File: config.mk
export PLATFORM = sky130hd
export DESIGN_NAME = soc_bus_arbiter
export DESIGN_NICKNAME = d
export VERILOG_FILES = /design/src/rtl/soc_bus_arbiter.sv
export SDC_FILE = /design/constraint.sdc
export NUM_CORES = 1
export LEC_CHECK = 0
export BUFFER_PORTS_ARGS = -buffer_cell sky130_fd_sc_hd__clkbuf_2
export CAP_MARGIN = 5
export CORE_AREA = 4 4 121 123
export DETAILED_ROUTE_END_ITERATION = 8
export DIE_AREA = 0 0 125 127
export PLACE_DENSITY = 0.43
export SYNTH_ARGS = -nofsm -noshare
export SYNTH_HDL_FRONTEND = slang
export SYNTH_SLANG_ARGS = --single-unit
File: constraint.sdc
create_clock -name clk -period 1.79 [get_ports clk]
set_input_delay 0.0895 -clock clk [delete_from_list [all_inputs] [get_ports clk]]
set_output_delay 0.0895 -clock clk [all_outputs]
set_load 0.03 [all_outputs]
File: src/rtl/soc_bus_arbiter.sv
// soc_bus_arbiter: two-master, one-slave round-robin arbiter for the SoC
// memory bus. Master 0 is the UART bridge and master 1 is the core data port.
// The slave is the video controller framebuffer port.
//
// Ports:
//   clk, res        clock and synchronous active-high reset
//   mX_req/wr/addr/wdata/wstrb   request from master X; held until mX_ready
//   mX_ready/rdata/err           one-cycle completion pulse, read data, timeout error
//   s_req/wr/addr/wdata/wstrb    request forwarded from the current owner
//   s_ready/rdata                slave completion pulse and read data
//
// Optional feature: define SOC_ARB_TIMEOUT_EN to enable the slave-stall
// timeout of TIMEOUT_CYCLES cycles. Without it mX_err is tied to 0.
module soc_bus_arbiter #(
    parameter int unsigned ADDR_WIDTH     = 32,
    parameter int unsigned DATA_WIDTH     = 32,
    parameter int unsigned TIMEOUT_CYCLES = 1024
) (
    input  logic                    clk,
    input  logic                    res,
    input  logic                    m0_req,
    input  logic                    m0_wr,
    input  logic [ADDR_WIDTH-1:0]   m0_addr,
    input  logic [DATA_WIDTH-1:0]   m0_wdata,
    input  logic [DATA_WIDTH/8-1:0] m0_wstrb,
    output logic                    m0_ready,
    output logic [DATA_WIDTH-1:0]   m0_rdata,
    output logic                    m0_err,
    input  logic                    m1_req,
    input  logic                    m1_wr,
    input  logic [ADDR_WIDTH-1:0]   m1_addr,
    input  logic [DATA_WIDTH-1:0]   m1_wdata,
    input  logic [DATA_WIDTH/8-1:0] m1_wstrb,
    output logic                    m1_ready,
    output logic [DATA_WIDTH-1:0]   m1_rdata,
    output logic                    m1_err,
    output logic                    s_req,
    output logic                    s_wr,
    output logic [ADDR_WIDTH-1:0]   s_addr,
    output logic [DATA_WIDTH-1:0]   s_wdata,
    output logic [DATA_WIDTH/8-1:0] s_wstrb,
    input  logic                    s_ready,
    input  logic [DATA_WIDTH-1:0]   s_rdata
);

    localparam int unsigned STRB_WIDTH = DATA_WIDTH / 8;

    typedef enum logic {
        IDLE = 1'b0,
        BUSY = 1'b1
    } state_t;

    state_t state, state_n;
    logic   owner, owner_n;     // 0 = UART bridge, 1 = core
    logic   last, last_n;       // master granted most recently
    logic   tmo;                // timeout fires this cycle
    logic   done;               // owner's transaction completes this cycle
    logic [DATA_WIDTH-1:0] resp_rdata;

`ifdef SOC_ARB_TIMEOUT_EN
    localparam int unsigned CNT_W = (TIMEOUT_CYCLES > 2) ? $clog2(TIMEOUT_CYCLES) : 1;

    logic [CNT_W-1:0] cnt, cnt_n;

    // Stall counter: held at zero in IDLE so every grant starts from zero.
    always_ff @(posedge clk) begin
        if (res) cnt <= '0;
        else     cnt <= cnt_n;
    end

    always_comb begin
        cnt_n = cnt;
        if (state == IDLE)  cnt_n = '0;
        else if (!s_ready)  cnt_n = cnt + 1'b1;
    end

    // A slave answer in the limit cycle wins over the timeout.
    assign tmo = (state == BUSY) && !s_ready && (cnt == CNT_W'(TIMEOUT_CYCLES - 1));
`else
    assign tmo = 1'b0;
`endif

    // State, owner and round-robin history registers.
    always_ff @(posedge clk) begin
        if (res) begin
            state <= IDLE;
            owner <= 1'b0;
            last  <= 1'b1;
        end else begin
            state <= state_n;
            owner <= owner_n;
            last  <= last_n;
        end
    end

    // Next-state: grant in IDLE, release on completion in BUSY.
    always_comb begin
        state_n = state;
        owner_n = owner;
        last_n  = last;
        done    = (state == BUSY) && (s_ready || tmo);
        case (state)
            IDLE: begin
                if (m0_req || m1_req) begin
                    state_n = BUSY;
                    // On a tie the master that did not win last time gets the bus.
                    owner_n = (m0_req && m1_req) ? ~last : m1_req;
                end
            end
            BUSY: begin
                if (done) begin
                    state_n = IDLE;
                    last_n  = owner;
                end
            end
            default: state_n = IDLE;
        endcase
    end

    // Slave-side mux and master-side completion routing.
    always_comb begin
        s_req      = 1'b0;
        s_wr       = 1'b0;
        s_addr     = '0;
        s_wdata    = '0;
        s_wstrb    = '0;
        m0_ready   = 1'b0;
        m0_rdata   = '0;
        m0_err     = 1'b0;
        m1_ready   = 1'b0;
        m1_rdata   = '0;
        m1_err     = 1'b0;
        resp_rdata = tmo ? DATA_WIDTH'(32'hDEAD_BEEF) : s_rdata;

        if (state == BUSY) begin
            s_req   = 1'b1;
            s_wr    = owner ? m1_wr    : m0_wr;
            s_addr  = owner ? m1_addr  : m0_addr;
            s_wdata = owner ? m1_wdata : m0_wdata;
            s_wstrb = owner ? m1_wstrb : m0_wstrb;
        end

        // A reset cycle drops the transaction without a completion pulse.
        if (done && !res) begin
            if (owner) begin
                m1_ready = 1'b1;
                m1_rdata = resp_rdata;
                m1_err   = tmo;
            end else begin
                m0_ready = 1'b1;
                m0_rdata = resp_rdata;
                m0_err   = tmo;
            end
        end
    end

    logic unused_strb_width;
    assign unused_strb_width = (STRB_WIDTH == 0);

endmodule

Word-level counts from Yosys, hierarchy flattened
Index checks and enable logic that the tools add are counted.
{"block": "word_totals", "input_bits": 175, "word_cells": 33, "reg_bits": 3}
{"block": "op_classes", "n_mux": 21, "n_reduce_logical": 7, "bitwise_logic": 2}
{"operator": "$mux 32", "n": 8}
{"operator": "$mux 1", "n": 10}
{"operator": "$mux 4", "n": 2}
{"operator": "$reduce_and 2->1", "n": 2}
{"operator": "$logic_and 1x1->1", "n": 3}
{"operator": "$not 1->1", "n": 2}
{"operator": "$pmux 1 s2", "n": 1}
{"operator": "$logic_not 1->1", "n": 1}
{"operator": "$logic_or 1x1->1", "n": 1}

Logic depth before layout (Yosys ltp)
{"block": "logic_depth", "word_depth": 3, "mapped_depth": 4, "depth_no_buf": 3}

Least setup slack after synthesis
OpenSTA, ideal clock, no wires.
{"block": "synth_timing", "kind": "register to output", "start": "register state", "end": "output port s_addr[0]", "n_path_buf": 2, "stages_incl_launch_ff": 4, "t_required_ns": 1.701, "arrival_ns": 1.451, "setup_slack_ns": 0.250, "path_cell_list": "dfxtp_1 buf_4 clkbuf_1 nor2b_1"}
{"block": "synth_between", "elab_chain_len": 1}
{"element": "from (decl)", "line": "53", "rtl": "state_t state, state_n;"}
{"element": "from (signal assigned)", "line": "90", "rtl": "state <= state_n;"}
{"element": "$mux 32", "line": "135", "rtl": "if (state == BUSY) begin"}
{"element": "to (decl)", "line": "39", "rtl": "output logic [ADDR_WIDTH-1:0] s_addr,"}
Every way passes these cells.

Final worst setup path
{"block": "layout_timing", "start": "register owner", "end": "output port m0_rdata[27]"}
{"block": "layout_between", "elab_chain_len": 2}
{"element": "from (decl)", "line": "54", "rtl": "logic owner, owner_n;"}
{"element": "from (signal assigned)", "line": "91", "rtl": "owner <= owner_n;"}
{"element": "$mux 32", "line": "145", "rtl": "if (owner) begin"}
{"element": "$mux 32", "line": "144", "rtl": "if (done && !res) begin"}
{"element": "to (decl)", "line": "27", "rtl": "output logic [DATA_WIDTH-1:0] m0_rdata,"}
Every way passes these cells.

==> results.py <==
metrics = {
    "timing": {
        "finalSetupViolations": 0,
        "fin_crit_ps": 1680,
        "rsz0062_at_grt": "false",
        "fin_crit_sh_pct": 94.1,
        "fin_skew_ps": 2.55,
        "report.final.slew_viol_count": 0,
        "hold_viol": 0,
        "worst_pin_slew_ps": 571,
        "whs_ps": 105,
        "max_freq_ghz": 0.594,
        "slew_headroom_pct": 61.9,
        "tns_ps": 0,
        "worst_slack_ps": 106,
    },
    "global_route": {
        "use_met1_pct": 11.1,
        "first_global_vias": 2796,
        "track_usage_pct": 9.89,
        "overflow": 0,
        "met3_usage_pct": 2.38,
        "grt_start_max_net_pins": 77,
        "antenna_found_initial": 0,
        "grtUsageMet2_pct": 19.2,
        "grt.busiest_layer": "met2",
        "grt_pass1_wl_um": 13600,
    },
    "synth": {
        "async_flop_share_pct": 0,
        "yosys-top-cells-count": "69 x mux2i_1, 69 x nor2b_1, 64 x and3_1, 10 x buf_4",
        "synth_top_area_share_pct": 36.1,
        "syn_area_per_cell_um2": 7.63,
        "synth.ff_latch_count": 3,
        "yosys.area.top_type": "mux2i_1",
        "ys_warn_count": 0,
        "synthesis.area_um2": 1920,
        "ys_types": 21,
        "synth_edf_count": 0,
        "synth_cells": 251,
        "synth.area.top_cells": "mux2i_1 36%, nor2b_1 23%, and3_1 21%, buf_6 5.3%, buf_4 3.9%",
        "seq_area_frac_synth_pct": 3.14,
        "synth_top_flop_cell": "dfxtp_1",
    },
    "cts": {
        "cts_buffers": 3,
        "cts-root-buf": "clkbuf_16",
        "cts.path.max_buffers": 2,
        "clock_sinks": 3,
        "hold_buffers": 0,
        "cts_resized": 0,
        "h-tree-depth": 1,
        "post_cts_buffers": 0,
        "cts_tree": "yes",
        "clock_latency_ps": 220,
        "path_clk_slew_ps": 30,
    },
    "finish": {
        "antennaDiodeCount": 0,
        "drive_gt1_share_pct": 59.8,
        "fillers": 1527,
        "syn2layout_area_growth_pct": 88.2,
        "finalNetCount": 716,
    },
    "setup_path": {
        "path_delay_family": "simple AND/OR/NAND/NOR gates",
        "crit_fanout": 33,
        "critPathArrivalTime_ps": 1590,
        "crit_path_start_kind": "register",
        "cp_num_buf_inv": 1,
        "cp_data_required_time_ps": 1700,
        "critPathCaptureType": "primary output",
        "max_stage_delay_ps": 470,
        "critical_path_class": "register to primary output",
        "crit_chain": "nor2b_4 -> and3_1 -> clkbuf_2",
        "slowest_stage": "nor2b_4",
        "r2r_slack_ps": 420,
    },
    "pwr": {
        "netSwitchingFraction_pct": 46.2,
        "pwr-share-comb_pct": 69.0,
        "clkPwrFrac_pct": 25.1,
        "power_switching_mw": 0.656,
        "p_int_mw": 0.764,
        "vdd_drop_max_uv": 211,
        "p_seq_share_pct": 5.9,
        "power_density_nw_per_um2": 394,
        "leakage_nw": 2.21,
    },
    "die": {
        "ioPinCount": 313,
        "rows": 43,
        "die_area_um2": 15900,
        "die_h_um": 127,
        "core_um2": 13700,
        "die_x_um": 125,
        "start_util_pct": 14.0,
    },
    "flow_run": {
        "maxCapViolations": 0,
    },
    "placement": {
        "globalplace.congestion": 0.862,
        "hpwl_um": 7780,
        "portBuffers": 310,
        "dp_slack_ps": 313,
    },
    "outcome": {
        "status": "complete, no violations",
    },
    "routing": {
        "drt_iter0_drc": 74,
        "dr.pass1.iters": 4,
        "vias": 2869,
        "viasPerCell": 3.98,
        "wl_per_cell_um": 12.6,
        "ant_nets": 0,
        "drc": 0,
        "wl_um": 9060,
    },
    "min_path": {
        "hold_class": "primary input to register",
    },
}
==> kinds of logic after synthesis <==
group,after synthesis,share of synthesized area (%)
buffers and inverters,32,12.0
and+or+nand+nor,141,46.8
other,1,0.196
AOI/OAI and AO/OA,5,1.83
DFF,3,3.14
muxes,69,36.1
==> power groups by stage <==
stage / clock network [mW] / registers, mW / logic (mW)
2_1_floorplan: 0 / 0.0807 / 0.650
3_3_place_gp: 0 / 0.0853 / 0.985
3_5_place_dp: 0 / 0.0859 / 0.992
4_1_cts: 0.365 / 0.0849 / 0.993
5_1_grt: 0.372 / 0.0864 / 1.06
6_report: 0.356 / 0.0843 / 0.979
==> metal layers <==
metal,wire length (um),vias to the layer above,share of wire [%]
met3,860,8,9.5
li1,-,1447,-
met1,3320,1252,37
met5,0,-,0
met2,4790,162,53
met4,93,0,1.0
==> worst paths after layout <==
| check | to | from | cells past startpoint |
|---|---|---|---|
| min reg2reg | owner | last | 3 |
| max reg2reg | last | state | 3 |
| max | m0_rdata[27] | owner | 3 |
| min | state | s_ready | 2 |
==> layout make-up <==
| cell class | count | area (um2) | share of cell area (%) |
|---|---|---|---|
| clock buffer | 4 | 78.8 | 2.19 |
| sequential | 3 | 65.1 | 1.80 |
| tap | 180 | 225 | 6.25 |
| multi-input combinational | 217 | 1630 | 45.2 |
| inverter | 1 | 3.75 | 0.104 |
| timing repair buffer | 315 | 1600 | 44.4 |
==> state kept, by name (all words and copies together), names as in the netlist <==
signal and flops:
owner 1, state 1, last 1
==> through the flow <==
step	utilization, %	total power [mW]	area (um2)	std cells
2_1_floorplan	-	0.731	1920	252
3_3_place_gp	25.8	1.07	3530	716
3_5_place_dp	25.8	1.08	3530	716
4_1_cts	26.4	1.44	3600	720
5_1_grt	26.4	1.52	3600	720
6_report	26.4	1.42	3600	720
==> cells in the final DEF (no fill, tap or decap), types with 2 or more instances in the layout <==
cell type and count:
clkbuf_16 3, mux2i_1 69, and2_1 2, and3_1 64, nor2b_1 69, buf_4 4
conb_1 2, nor2b_4 2, clkbuf_2 310
(Power assumes the default switching activity.)
